### config.mk
export PLATFORM = sky130hd
export DESIGN_NAME = demux_1x4_dispatcher
export DESIGN_NICKNAME = d
export VERILOG_FILES = /design/src/rtl/demux_ctrl_pkg.sv /design/src/rtl/demux_1x4_dispatcher_rr_pick.sv /design/src/rtl/demux_1x4_dispatcher.sv
export SDC_FILE = /design/constraint.sdc
export NUM_CORES = 1
export LEC_CHECK = 0
export ABC_AREA = 1
export CAP_MARGIN = 20
export CELL_PAD_IN_SITES_DETAIL_PLACEMENT = 0
export CELL_PAD_IN_SITES_GLOBAL_PLACEMENT = 1
export CORE_ASPECT_RATIO = 1.1
export CORE_UTILIZATION = 34
export DETAILED_ROUTE_END_ITERATION = 10
export PLACE_DENSITY_LB_ADDON = 0.15
export SETUP_SLACK_MARGIN = 0.2
export SLEW_MARGIN = 20
export SYNTH_ARGS = -nofsm -noshare
export SYNTH_HDL_FRONTEND = slang
export SYNTH_SLANG_ARGS = --single-unit
### constraint.sdc
create_clock -name clk -period 2.3 [get_ports clk]
set_clock_uncertainty 0.05 [all_clocks]
set_input_delay 0.69 -clock clk [delete_from_list [all_inputs] [get_ports clk]]
set_output_delay 0.69 -clock clk [all_outputs]
set_load 0.05 [all_outputs]
### src/rtl/demux_ctrl_pkg.sv
// ============================================================================
// Module      : demux_ctrl_pkg
// Description : Shared constants and types for the 1x4 demux dispatcher.
// Revision    : 1.0 - initial release
// ============================================================================
`default_nettype none

package demux_ctrl_pkg;

    localparam int NCH = 4;

    localparam logic MODE_RR   = 1'b0;
    localparam logic MODE_ADDR = 1'b1;

    typedef enum logic [0:0] {
        IDLE = 1'b0,
        SEND = 1'b1
    } state_t;

endpackage

`default_nettype wire

### src/rtl/demux_1x4_dispatcher_rr_pick.sv
// ============================================================================
// Module      : rr_pick
// Description : Combinational round-robin picker over a 4-bit request mask.
// Revision    : 1.0 - initial release
// ============================================================================
`default_nettype none

module rr_pick
    import demux_ctrl_pkg::*;
(
    input  logic [NCH-1:0] mask,
    input  logic [1:0]     last,
    output logic [1:0]     grant,
    output logic           grant_valid
);

    logic [1:0] w_idx;

    // Scan from farthest to nearest so the nearest enabled channel after
    // 'last' is the one that sticks.
    always_comb begin
        grant       = 2'd0;
        grant_valid = 1'b0;
        w_idx       = 2'd0;
        for (int i = NCH; i >= 1; i--) begin
            w_idx = last + 2'(i);
            if (mask[w_idx]) begin
                grant       = w_idx;
                grant_valid = 1'b1;
            end
        end
    end

endmodule

`default_nettype wire

### src/rtl/demux_1x4_dispatcher.sv
// ============================================================================
// Module      : demux_1x4_dispatcher
// Description : One-word buffer routing a valid/ready stream to four channels
//               by round-robin or addressed selection, with saturating counts.
// Revision    : 1.0 - initial release
// ============================================================================
`default_nettype none

module demux_1x4_dispatcher
    import demux_ctrl_pkg::*;
#(
    parameter int DW    = 8,
    parameter int CNT_W = 8
) (
    input  logic                 clk,
    input  logic                 rst,
    input  logic                 in_valid,
    output logic                 in_ready,
    input  logic [DW-1:0]        in_data,
    input  logic [1:0]           in_dest,
    input  logic                 mode,
    input  logic [NCH-1:0]       ch_en,
    output logic [DW-1:0]        out_data,
    output logic [NCH-1:0]       out_valid,
    input  logic [NCH-1:0]       out_ready,
    output logic [1:0]           sel,
    output logic                 busy,
    output logic [NCH*CNT_W-1:0] dlv_cnt,
    output logic [CNT_W-1:0]     drop_cnt
);

    state_t                        r_state_q, w_state_d;
    logic [DW-1:0]                 r_data_q, w_data_d;
    logic [1:0]                    r_sel_q, w_sel_d;
    logic [1:0]                    r_last_rr_q, w_last_rr_d;
    logic [NCH-1:0][CNT_W-1:0]     r_dlv_cnt_q, w_dlv_cnt_d;
    logic [CNT_W-1:0]              r_drop_cnt_q, w_drop_cnt_d;

    logic       w_rr_grant_valid;
    logic [1:0] w_rr_grant;
    logic       w_can_accept;
    logic       w_deliver;
    logic       w_fire;
    logic       w_drop;
    logic       w_load;
    logic [1:0] w_chan;
    logic [NCH-1:0] w_out_valid;

    rr_pick u_rr_pick (
        .mask        (ch_en),
        .last        (r_last_rr_q),
        .grant       (w_rr_grant),
        .grant_valid (w_rr_grant_valid)
    );

    // Addressed mode always accepts: a word for a disabled channel is
    // consumed and counted as a drop rather than stalling the producer.
    always_comb begin
        w_can_accept = (mode == MODE_ADDR) ? 1'b1 : w_rr_grant_valid;
        w_deliver    = (r_state_q == SEND) && out_ready[r_sel_q];
        in_ready     = ((r_state_q == IDLE) || w_deliver) && w_can_accept;
        w_fire       = in_valid && in_ready;
        w_drop       = w_fire && (mode == MODE_ADDR) && !ch_en[in_dest];
        w_load       = w_fire && !w_drop;
        w_chan       = (mode == MODE_ADDR) ? in_dest : w_rr_grant;
    end

    always_comb begin
        w_state_d    = r_state_q;
        w_data_d     = r_data_q;
        w_sel_d      = r_sel_q;
        w_last_rr_d  = r_last_rr_q;
        w_dlv_cnt_d  = r_dlv_cnt_q;
        w_drop_cnt_d = r_drop_cnt_q;

        if (w_deliver) begin
            w_state_d = IDLE;
            if (r_dlv_cnt_q[r_sel_q] != '1) begin
                w_dlv_cnt_d[r_sel_q] = r_dlv_cnt_q[r_sel_q] + CNT_W'(1);
            end
        end

        if (w_load) begin
            w_state_d = SEND;
            w_data_d  = in_data;
            w_sel_d   = w_chan;
            if (mode == MODE_RR) begin
                w_last_rr_d = w_rr_grant;
            end
        end

        if (w_drop && (r_drop_cnt_q != '1)) begin
            w_drop_cnt_d = r_drop_cnt_q + CNT_W'(1);
        end
    end

    always_ff @(posedge clk or posedge rst) begin
        if (rst) begin
            r_state_q    <= IDLE;
            r_data_q     <= '0;
            r_sel_q      <= 2'd0;
            r_last_rr_q  <= 2'd3;
            r_dlv_cnt_q  <= '0;
            r_drop_cnt_q <= '0;
        end else begin
            r_state_q    <= w_state_d;
            r_data_q     <= w_data_d;
            r_sel_q      <= w_sel_d;
            r_last_rr_q  <= w_last_rr_d;
            r_dlv_cnt_q  <= w_dlv_cnt_d;
            r_drop_cnt_q <= w_drop_cnt_d;
        end
    end

    always_comb begin
        w_out_valid = '0;
        if (r_state_q == SEND) begin
            w_out_valid[r_sel_q] = 1'b1;
        end
    end

    assign out_valid = w_out_valid;
    assign out_data  = r_data_q;
    assign sel       = r_sel_q;
    assign busy      = (r_state_q == SEND);
    assign dlv_cnt   = r_dlv_cnt_q;
    assign drop_cnt  = r_drop_cnt_q;

endmodule

`default_nettype wire

=== Yosys cells after proc, flatten, opt, wreduce, memory -nomap -nowiden ===
Index checks and enable logic that the tools add are counted.

* Equal/unequal tests: 2
* $lt $le $gt $ge: 7
* Muxes and demuxes: 32
* Bitwise operators: 2
* Reduce and logical (&&, ||, !) cells: 14
* Add/subtract/negate cells: 5

{| class="wikitable"
|+ Operators with widths
! operator !! count
|-
| $bwmux 32 || 1
|-
| $lt 2x3->1 const B || 6
|-
| $add 8x1->8 const B || 2
|-
| $bmux 8 s2 || 1
|-
| $demux 8 s2 || 1
|-
| $mux 8 || 2
|-
| $ne 8x8->1 const B || 2
|-
| $mux 1 || 14
|-
| $bmux 1 s2 || 6
|-
| $mux 2 || 5
|-
| $logic_and 1x1->1 || 8
|-
| $add 2x2->2 const B || 2
|-
| $mux 4 || 1
|-
| $reduce_and 2->1 || 2
|-
| $add 2x1->2 const B || 1
|-
| $demux 1 s2 || 1
|-
| $ge 2x1->1 const B || 1
|-
| $logic_not 1->1 || 2
|-
| $not 1->1 || 2
|-
| $reduce_bool 2->1 || 1
|-
| $logic_or 1x1->1 || 1
|}

* Output and inout port bits: 56
* Logic and storage cells: 71
* Register bits: 53
* Input port bits: 22

=== Depth between registers and ports, before layout ===
* Word-level depth: 14
* Depth in mapped cells: 15
* Gate-level depth less buffers: 15

=== By module ===
A second synthesis with hierarchy kept.

* Cell total of the unflattened synthesis: 434
* Area total of the unflattened synthesis: 2992.9 sq um

{| class="wikitable"
|+ Modules (own cells, without submodules)
! module !! seq. area each (sq um) !! times used !! cells each !! area an instance (sq um)
|-
| demux_1x4_dispatcher || 1328.8 || 1 || 385 || 2766.4
|-
| rr_pick || 0.0 || 1 || 49 || 226.5
|}

=== Worst setup path before layout ===
Ideal clock, no wire load.

* Path kind: register to output
* Start: reg r_sel_q[0] (netlist: sel[0])
* End: out out_valid[1]
* Path buffers: 1
* Stages on the path, launching flop included: 4
* Arrival: 2.018 ns
* Path slack: -0.458 ns
* Data required time: 1.560 ns
* Cells stage by stage: dfrtp_1 inv_2 buf_6 nor3_1

* Longest elaborated chain between the ends: 5
* Elaborated cells between the ends (all ways): 6
* Classes of those cells: order compare (2); mux (3); reduce/logical (1)

{| class="wikitable"
|+ Ends and longest elaborated chain
! element !! RTL line !! source
|-
| from (decl) || demux_1x4_dispatcher.sv:34 || <nowiki>logic [1:0] r_sel_q, w_sel_d;</nowiki>
|-
| from (signal assigned) || demux_1x4_dispatcher.sv:108 || <nowiki>r_sel_q <= w_sel_d;</nowiki>
|-
| $lt 2x3->1 (not written as such) or $ge 2x1->1 (tied branches) || demux_1x4_dispatcher.sv:118 || <nowiki>w_out_valid[r_sel_q] = 1'b1;</nowiki>
|-
| $logic_and 1x1->1 (not written as such) || demux_1x4_dispatcher.sv:118 ||
|-
| $mux 1 (not written as such) || demux_1x4_dispatcher.sv:118 ||
|-
| $demux 1 s2 * || demux_1x4_dispatcher.sv:118 ||
|-
| $mux 4 * || demux_1x4_dispatcher.sv:117 || <nowiki>if (r_state_q == SEND) begin</nowiki>
|-
| to (decl) || demux_1x4_dispatcher.sv:24 || <nowiki>output logic [NCH-1:0] out_valid,</nowiki>
|}

Every way passes the cells marked *; elsewhere a longest branch is shown, timed or not.

=== Worst setup path in the final report ===
* Start: reg r_last_rr_q[0]
* End: out in_ready

* Longest elaborated chain between the ends: 8
* Elaborated cells between the ends (all ways): 17
* Classes of those cells: add/sub (3); mux (13); reduce/logical (1)

{| class="wikitable"
|+ Ends and longest elaborated chain
! element !! RTL line !! source
|-
| from (decl) || demux_1x4_dispatcher.sv:35 || <nowiki>logic [1:0] r_last_rr_q, w_last_rr_d;</nowiki>
|-
| from (signal assigned) || demux_1x4_dispatcher.sv:109 || <nowiki>r_last_rr_q <= w_last_rr_d;</nowiki>
|-
| $add 2x2->2 or $bmux 1 s2 (tied branches) || demux_1x4_dispatcher_rr_pick.sv:26, demux_1x4_dispatcher_rr_pick.sv:27 ||
|-
| $bmux 1 s2 or $mux 1 (tied branches) || demux_1x4_dispatcher_rr_pick.sv:27 || <nowiki>if (mask[w_idx]) begin</nowiki>
|-
| $mux 1 (not written as such) || demux_1x4_dispatcher_rr_pick.sv:27 ||
|-
| $mux 1 (2 in a row) || demux_1x4_dispatcher_rr_pick.sv:27 ||
|-
| $mux 1 * || demux_1x4_dispatcher_rr_pick.sv:27 ||
|-
| $mux 1 * || demux_1x4_dispatcher.sv:59 || <nowiki>w_can_accept = (mode == MODE_ADDR) ? 1'b1 : w_rr_grant_valid;</nowiki>
|-
| $logic_and 1x1->1 * || demux_1x4_dispatcher.sv:61 || <nowiki>in_ready = ((r_state_q == IDLE) || w_deliver) && w_can_accept;</nowiki>
|-
| to (decl) || demux_1x4_dispatcher.sv:18 || <nowiki>output logic in_ready,</nowiki>
|}

Every way passes the cells marked *; elsewhere a longest branch is shown, timed or not. The select of a mux whose other input is x is not followed.

==> summary.txt <==
Cells and area
  • Commonest non-fill, non-tap cell in the layout: nand2_1
  • Fillers: 834
  • Fraction of layout cells with a size suffix above 1: 39.06%
  • Synth-to-layout area growth: 63.17%
  • Most frequent cells in the layout: 199 x nand2_1, 71 x buf_4, 48 x dfrtp_1
  • # nets final: 599

Global route
  • GRT overflow: 0
  • Pin count of the biggest net entering global routing: 54
  • Gr usage total: 18.84%
  • Vias in the first global route: 3,042
  • First-pass GRT wire length: 13,930 um
  • Antenna violations before repair: 1

Yosys
  • Leading area contributor after synthesis: dfrtp_1
  • Syn Nets: 459
  • Number of synthesized register bits: 53
  • Ranking of synthesized cells by area: dfrtp_1 42%, nand2_1 30%, inv_1 3.6%, buf_6 3.0%, nor2_1 2.6%
  • Ys Warns: 0
  • Distinct cells, synth: 25
  • Post-synth top area share: 42.11%
  • Mapped Area: 0.003030 mm^2
  • Syn Inst Count: 435
  • Seq/Total Area, Yosys: 43.85%
  • Syn Area/Cell: 6.966 um^2

Timing
  • Period utilization: 105.2%
  • RSZ-0062 raised after global routing: true
  • Slew Viols, Final: 0
  • # setup viols final: 14
  • Crit path setup slack, layout: -0.1191 ns
  • Setup_tns: -0.5847 ns
  • Hold Vio Cnt, Final: 0
  • Final Critical Period: 2.419 ns
  • Max Clk Rate: 0.4134 GHz
  • Slew @ Worst Pin: 0.5328 ns
  • Max-Slew Margin vs Limit: 64.62%

Setup path
  • WP data arrival: 1.68 ns
  • Worst path cell trace: buf_4, nand2_1, o21ai_2, inv_1, nand3_2, nand2_4, clkinvlp_4, buf_12
  • WP data required: 1.56 ns
  • CP Max Fanout: 6
  • Startpoint types: flop
  • CP endpoint kind: primary output
  • Critical path's top delay family: flip-flops
  • CP max-delay cell: dfstp_2
  • Crit path buf inv count: 4
  • Critical setup path kind: flop to primary output
  • CP peak stage delay: 0.63 ns

Placed design
  • Placer congestion estimate: 0.8103
  • Pre-CTS setup slack: -0.4112 ns
  • Final HPWL DP: 6316 um
  • PortBufs: 77

Worst hold path
  • Hold Path Class: flop to flop

Clock tree
  • Max Buffers Root-to-Sink: 2
  • TritonCTS clock tree: built
  • Max H-tree Level: 2
  • Clk sink count: 53
  • Clock Latency Late Sink: 0.30 ns
  • CTS Root Cell: clkbuf_8
  • Hold_buf cts: 0
  • Clock transition at path regs: 0.11 ns
  • TritonCTS buffer count: 5

Drt
  • DRT Pass-1 Iters: 4
  • DRT iter0 DRCs: 68
  • Vias per cell: 4.554
  • Drt total wl: 8825 um
  • Avg WL per Cell: 12.83 um
  • DRC: 0
  • Post-route ant nets: 0
  • DR vias: 3,133

Pwr
  • Pwr dens: 1252 mW/mm^2
  • Worst VDD drop: 0.9514 mV
  • Overall Power: 6.192 mW
  • Leak: 2.632 nW

Floorplan
  • Die area: 0.009295 mm^2
  • Initial Utilization: 35.67%
  • Core ar.: 0.008496 mm^2
  • Ports: 78
  • Die extent in x: 92.02 um
  • Row cnt: 35
  • Die Span Y: 101.0 um

Run
  • Max-Cap Viols: 0

Run status
  • Failing checks: setup timing
  • Status: complete, but fails checks
-- power by group --
part           switching (mW)  internal [mW]
registers               0.285           1.20
clock network           0.326          0.221
logic                    2.53           1.63
total                    3.14           3.05
-- worst reg2reg max path, stage by stage, from the launching register on --
cell	delay (ns)
dfstp_2	0.63
inv_2	0.07
nand2_2	0.07
nand2_2	0.06
nor2_2	0.10
nand3_2	0.12
buf_4	0.15
buf_6	0.10
buf_4	0.12
buf_4	0.12
buf_4	0.13
buf_6	0.11
nand4_1	0.08
buf_6	0.15
buf_4	0.11
nor2_1	0.03
nand2_1	0.05
nand2_1	0.04
-- cell usage after synthesis, drive strengths merged --
cell    instances
nor3            2
nand3b          1
dfrtp          51
dfstp           2
a21oi           3
nand4           2
nor2           24
nand2         253
o21ai          21
nand3          18
xnor2           7
inv            34
xor2            3
buf            11
ha              2
a21boi          1
-- registers in the layout, indices dropped and copies added, names as in the netlist --
name,count
dlv_cnt,32
out_data,8
r_last_rr_q,2
sel,2
drop_cnt,8
busy,1
-- repair_timing --
item | 4_1_cts | 5_1_grt
cloned | 2 | 0
pin swaps | 12 | 16
resized for setup | 54 | 110
buffers inserted | 19 | 8
setup endpoints to repair | 69 | 58
-- metal layers --
layer | wire length (um) | vias to the layer above | global-route usage, %
met5 | 0 | - | 0
met4 | 70 | 0 | 3.726
met3 | 421 | 6 | 4.072
met2 | 4620 | 64 | 34.33
met1 | 3712 | 1446 | 22.88
li1 | - | 1617 | -
-- final cells by class --
type | count | area (um^2) | area share, %
well taps | 111 | 138.9 | 2.809
repair inverters | 1 | 7.507 | 0.1518
diodes | 1 | 2.502 | 0.05061
clock buffers | 5 | 68.82 | 1.392
inverters | 34 | 157.7 | 3.188
flip-flops and latches | 53 | 1333 | 26.95
clock inverters | 3 | 25.02 | 0.5061
multi-input cells | 337 | 1832 | 37.04
repair buffers | 143 | 1380 | 27.91
-- worst paths after layout --
path / start / to / slack [ns] / depth (start not counted)
min reg2reg: out_data[3]$_DFFE_PP0P_ / out_data[3]$_DFFE_PP0P_ / 0.45 / 2
max: r_last_rr_q[0]$_DFFE_PP1P_ / in_ready / -0.12 / 8
min: out_data[3]$_DFFE_PP0P_ / out_data[3]$_DFFE_PP0P_ / 0.45 / 2
max reg2reg: r_last_rr_q[0]$_DFFE_PP1P_ / sel[1]$_DFFE_PP0P_ / -0.06 / 17
max in group asynchronous: rst / r_last_rr_q[0]$_DFFE_PP1P_ / 1.22 / 3
min in group asynchronous: rst / dlv_cnt[7]$_DFFE_PP0P_ / 0.69 / 3
-- metrics by stage --
step,hold WS [ns],cells,cell area [um^2],utilization (%)
after global placement,0.4141,650,4180,49.20
after CTS,0.4469,679,4512,53.11
after detailed placement,0.4158,650,4180,49.20
after global routing,0.4697,688,4945,58.20
after floorplan,0.4527,435,3083,-
final,0.4476,688,4945,58.20
-- cell families after synthesis --
kind of cell	synth area share [%]
DFF	43.85
xor gates and xnor gates	2.890
AOI/OAI and AO/OA	4.583
buffers and inverters	7.762
and+or+nand+nor	40.09
adders and majority gates	0.8256
(Power assumes the default switching activity.)
